`config.mk`:
```
export PLATFORM = sky130hd
export DESIGN_NAME = seq_detect_param
export DESIGN_NICKNAME = d
export VERILOG_FILES = /design/src/rtl/seq_detect_param.sv
export SDC_FILE = /design/constraint.sdc
export NUM_CORES = 1
export LEC_CHECK = 0
export CAP_MARGIN = 20
export CORE_UTILIZATION = 45
export DETAILED_ROUTE_END_ITERATION = 16
export PLACE_DENSITY = 0.77
export SLEW_MARGIN = 10
export SYNTH_ARGS = -nofsm -noshare
export SYNTH_HDL_FRONTEND = slang
export SYNTH_SLANG_ARGS = --single-unit
```
`constraint.sdc`:
```
create_clock -name clk -period 6.6 [get_ports clk]
set_clock_uncertainty 0.15 [all_clocks]
set_input_delay 1.32 -clock clk [delete_from_list [all_inputs] [get_ports clk]]
set_output_delay 1.32 -clock clk [all_outputs]
set_load 0.01 [all_outputs]
```
`src/rtl/seq_detect_param.sv`:
```
// rtl/seq_detect_param.sv - parameterised serial pattern detector with runtime-loadable pattern
module seq_detect_param #(
  parameter int MAX_LEN = 8,
  parameter int CNT_W   = 8,
  localparam int LEN_W  = $clog2(MAX_LEN + 1)
) (
  input  logic               clk,
  input  logic               reset,
  input  logic               inp_bit,
  input  logic               inp_valid,
  input  logic               cfg_load,
  input  logic [MAX_LEN-1:0] cfg_pattern,
  input  logic [LEN_W-1:0]   cfg_len,
  input  logic               cfg_overlap,
  output logic               seq_seen,
  output logic [CNT_W-1:0]   match_count,
  output logic               cfg_err
);

  // Active configuration
  logic [MAX_LEN-1:0] pat_r;
  logic [LEN_W-1:0]   len_r;
  logic               ovl_r;

  // Received-bit history (newest at [0]) and count of bits usable for a match
  logic [MAX_LEN-1:0] hist_r;
  logic [LEN_W-1:0]   fill_r;

  logic [MAX_LEN-1:0] hist_next;
  logic [LEN_W-1:0]   fill_next;
  logic [MAX_LEN-1:0] len_mask;
  logic               hit;
  logic               cfg_ok;

  // Next history/fill for an accepted bit, and whether that bit completes the pattern
  always_comb begin
    hist_next = {hist_r[MAX_LEN-2:0], inp_bit};
    fill_next = (fill_r == LEN_W'(MAX_LEN)) ? fill_r : fill_r + LEN_W'(1);
    len_mask  = '0;
    for (int i = 0; i < MAX_LEN; i++) begin
      len_mask[i] = (i < int'(len_r));
    end
    hit    = (fill_next >= len_r) && (((hist_next ^ pat_r) & len_mask) == '0);
    cfg_ok = (cfg_len != '0) && (cfg_len <= LEN_W'(MAX_LEN));
  end

  // Config load, bit acceptance, match pulse and saturating counter
  always_ff @(posedge clk) begin
    if (reset) begin
      pat_r       <= MAX_LEN'(4'b1011);
      len_r       <= LEN_W'(4);
      ovl_r       <= 1'b1;
      hist_r      <= '0;
      fill_r      <= '0;
      seq_seen    <= 1'b0;
      cfg_err     <= 1'b0;
      match_count <= '0;
    end else begin
      seq_seen <= 1'b0;
      cfg_err  <= 1'b0;
      if (cfg_load) begin
        // A load always wins over a simultaneous data bit; that bit is dropped
        if (cfg_ok) begin
          pat_r       <= cfg_pattern;
          len_r       <= cfg_len;
          ovl_r       <= cfg_overlap;
          hist_r      <= '0;
          fill_r      <= '0;
          match_count <= '0;
        end else begin
          cfg_err <= 1'b1;
        end
      end else if (inp_valid) begin
        hist_r <= hist_next;
        if (hit) begin
          seq_seen <= 1'b1;
          // Non-overlapping mode restarts the fill so no matched bit is reused
          fill_r <= ovl_r ? fill_next : '0;
          if (match_count != {CNT_W{1'b1}}) begin
            match_count <= match_count + CNT_W'(1);
          end
        end else begin
          fill_r <= fill_next;
        end
      end
    end
  end

endmodule
```
==> results.yml <==
critical_path:
  worst_setup_path_start_kind: "input port"
  crit_type: "in2reg"
  critPathMaxFanout: 15
  reg2reg_from: "fill_r[0]"
  cp_cell_sequence: "clkdlybuf4s50_1 -> nor3_2 -> xnor2_1 -> and2_1 -> nor2_1 -> a22oi_1 -> nor2_1"
  cp-end-kind: "flop"
  cpMostUsedCell: "nor2_1"
  arrival_ps: 3430
  reg2regPathDepth: 12
  crit_required_ps: 6620
  critPathSlowestCell: "and2_1"
  ff2ff_setup_slack_ps: 3690
  critPathMaxStageDelay_ps: 560
  rr_endpoint: "fill_r[0]"
grt:
  use_met3_pct: 3.99
  grt_pass1_vias: 1377
  grt_max_degree: 33
  overflow: 0
  grt_pass1_wl_microns: 6420
  grt_usage_pct: 19.6
  use_met1_pct: 27.0
  grt_busiest_layer: "met2"
  antenna_found_initial: 0
  use_met2_pct: 30.2
die:
  rows: 22
  initial_core_util_pct: 48.2
  dieArea_sq_um: 4300
  die_y_microns: 65.6
  core_sq_um: 3770
  die_w_microns: 65.6
  top_level_ports: 28
job:
  drv_cap: 0
placed_design:
  io_buffers: 27
  post-dp-hpwl_microns: 2780
  dp.cells: 287
  gp_congestion: 0.797
routing:
  vias_per_cell: 5.55
  drc: 0
  first_pass_iters: 4
  vias: 1644
  dr.first_iter.drc_count: 121
  wire_per_inst_microns: 13.3
  ant_nets: 0
  wl_microns: 3950
finish:
  layout_commonest_cell: "nand2_1"
  drive_above_1_share_pct: 8.47
  final-instance-count-excl-fill: 296
  fillCellCount: 343
  syn2layout_area_growth_pct: 23.4
  num_antenna_cells: 0
  final_cell_mix: "nand2_1, dfxtp_1, clkdlybuf4s50_1"
  layout.nets: 272
timing:
  min_period_ps: 3410
  rsz0062_at_grt: "false"
  setup_viol: 0
  tightest_slew_ps: 667
  setup_tns_ps: 0
  max_slew_margin_pct: 55.5
  finalHoldViolations: 0
  fin_crit_sh_pct: 51.7
  drv_slew: 0
  fmax_ghz: 0.293
clock_tree:
  post_cts_buffers: 0
  cts.hold.buffers_added: 0
  cts.sinks: 34
  cts_buffer_depth: 2
  numCtsBuffers: 5
  root_buffer: "clkbuf_8"
  cts.clk_slew.worst_paths_ps: 70
  htreeDepth: 2
  clock_latency_ps: 290
  cts_tree: "yes"
  cts_resized: 0
pwr:
  switchingPower_uw: 121
  power.density_nw_per_um2: 211
  clkPwrFrac_pct: 40.9
  seq_power_share_pct: 45.8
  p_int_uw: 353
  ir_drop_mv: 0.130
  combPwrFrac_pct: 13.2
  static-leakage-power_uw: 0.000832
  p_sw_share_pct: 25.5
synthesis:
  ys_ff_latch: 34
  synth_nets: 247
  syn_area_sq_um: 1820
  syn_inst: 222
  synth_edf_count: 0
  synth-main-ff-cell: "dfxtp_1"
  synthDistinctLibCells: 48
  async_reset_ff_share_pct: 0
  avgSynthCellArea_sq_um: 8.19
  yosysSeqAreaShare_pct: 37.4
  yosysWarnings: 0
outcome:
  status: "finished, final reports clean"
worst_hold_path:
  hold_depth: 2
  min_path_type: "reg2reg"
  hold_path_end: "ovl_r"
  hold_start: "ovl_r"
## Yosys cell counts (2+ instances only)
master	n	share of area, %
o21ai_0	5	1.4
nand4_1	6	2.1
o32ai_2	2	1.8
nand3_1	11	3.0
nor2_1	15	3.1
nand2_1	45	9.3
a31oi_1	2	0.69
inv_1	7	1.4
nand3b_1	4	1.7
xor2_1	2	0.96
a21oi_1	20	5.5
and3_1	6	2.1
clkbuf_1	8	1.7
o22ai_1	2	0.69
a22oi_1	3	1.2
ha_1	7	4.8
nand2b_1	2	0.69
xnor2_1	10	4.8
nor3_1	3	0.83
dfxtp_1	34	37
## cells by family (layout without fill, tap and decap cells)
kind of cell    count (synthesis)  count (layout)  synth area share, %
fa+ha+maj                       7               7                 4.81
flops                          34              34                 37.4
simple gates                  103             103                 28.5
buf+inv                        18              44                 4.20
compound gates                 48              48                 19.3
xor+xnor                       12              12                 5.78
## power groups by stage
stage	Clock [uW]	Sequential, uW	Combinational, uW
2_1_floorplan	0	220	41.3
3_5_place_dp	0	222	60.5
4_1_cts	195	217	61.1
6_report	194	217	62.7
3_3_place_gp	0	222	59.7
5_1_grt	206	218	69.5
## layout make-up
| type | count | area [sq um] | area share, % |
|---|---|---|---|
| repair buffers | 28 | 298 | 13.3 |
| multi-input cells | 170 | 1060 | 47.3 |
| clock buffers | 5 | 68.8 | 3.07 |
| inverters | 8 | 30.0 | 1.34 |
| clock inverters | 3 | 45.0 | 2.01 |
| flip-flops and latches | 34 | 681 | 30.3 |
| well taps | 48 | 60.1 | 2.68 |
## critical path, delay by kind of cell
family          cells  cell delay, ps
compound gates      1             280
buf+inv             1             470
simple gates        4            1110
xor+xnor            1             240
## layer usage
metal  vias up  part of all wire (%)
li1        831                     -
met2        48                    47
met3         4                   5.8
met4         0                  0.68
met5         -                     0
met1       761                    46
## state kept, by name (all words and copies together), names as in the netlist
register     count
seq_seen         1
pat_r            8
len_r            4
cfg_err          1
hist_r           7
fill_r           4
ovl_r            1
match_count      8
## how the worst max path moves through the flow
stage	start	to	slack, ps	cells after the start
6_report	cfg_len[1]	fill_r[3]	3190	7
5_1_grt	cfg_len[1]	fill_r[3]	3000	7
4_1_cts	cfg_len[1]	fill_r[3]	3180	7
3_5_place_dp	reset	match_count[4]	2930	4
3_3_place_gp	reset	match_count[4]	2930	4
2_1_floorplan	cfg_len[0]	pat_r[2]	3820	7
## stage by stage
| stage | hold slack, ps | utilization (%) | total power [uW] | worst slack [ps] | cell area, sq um |
|---|---|---|---|---|---|
| 3_5_place_dp | 303 | 55.8 | 282 | 2930 | 2100 |
| 4_1_cts | 319 | 58.8 | 473 | 3180 | 2220 |
| 6_report | 314 | 59.5 | 474 | 3190 | 2240 |
| 3_3_place_gp | 297 | 55.8 | 281 | 2930 | 2100 |
| 2_1_floorplan | 280 | - | 262 | 3820 | 1820 |
| 5_1_grt | 337 | 59.5 | 493 | 3000 | 2240 |
(Power assumes the default switching activity.)
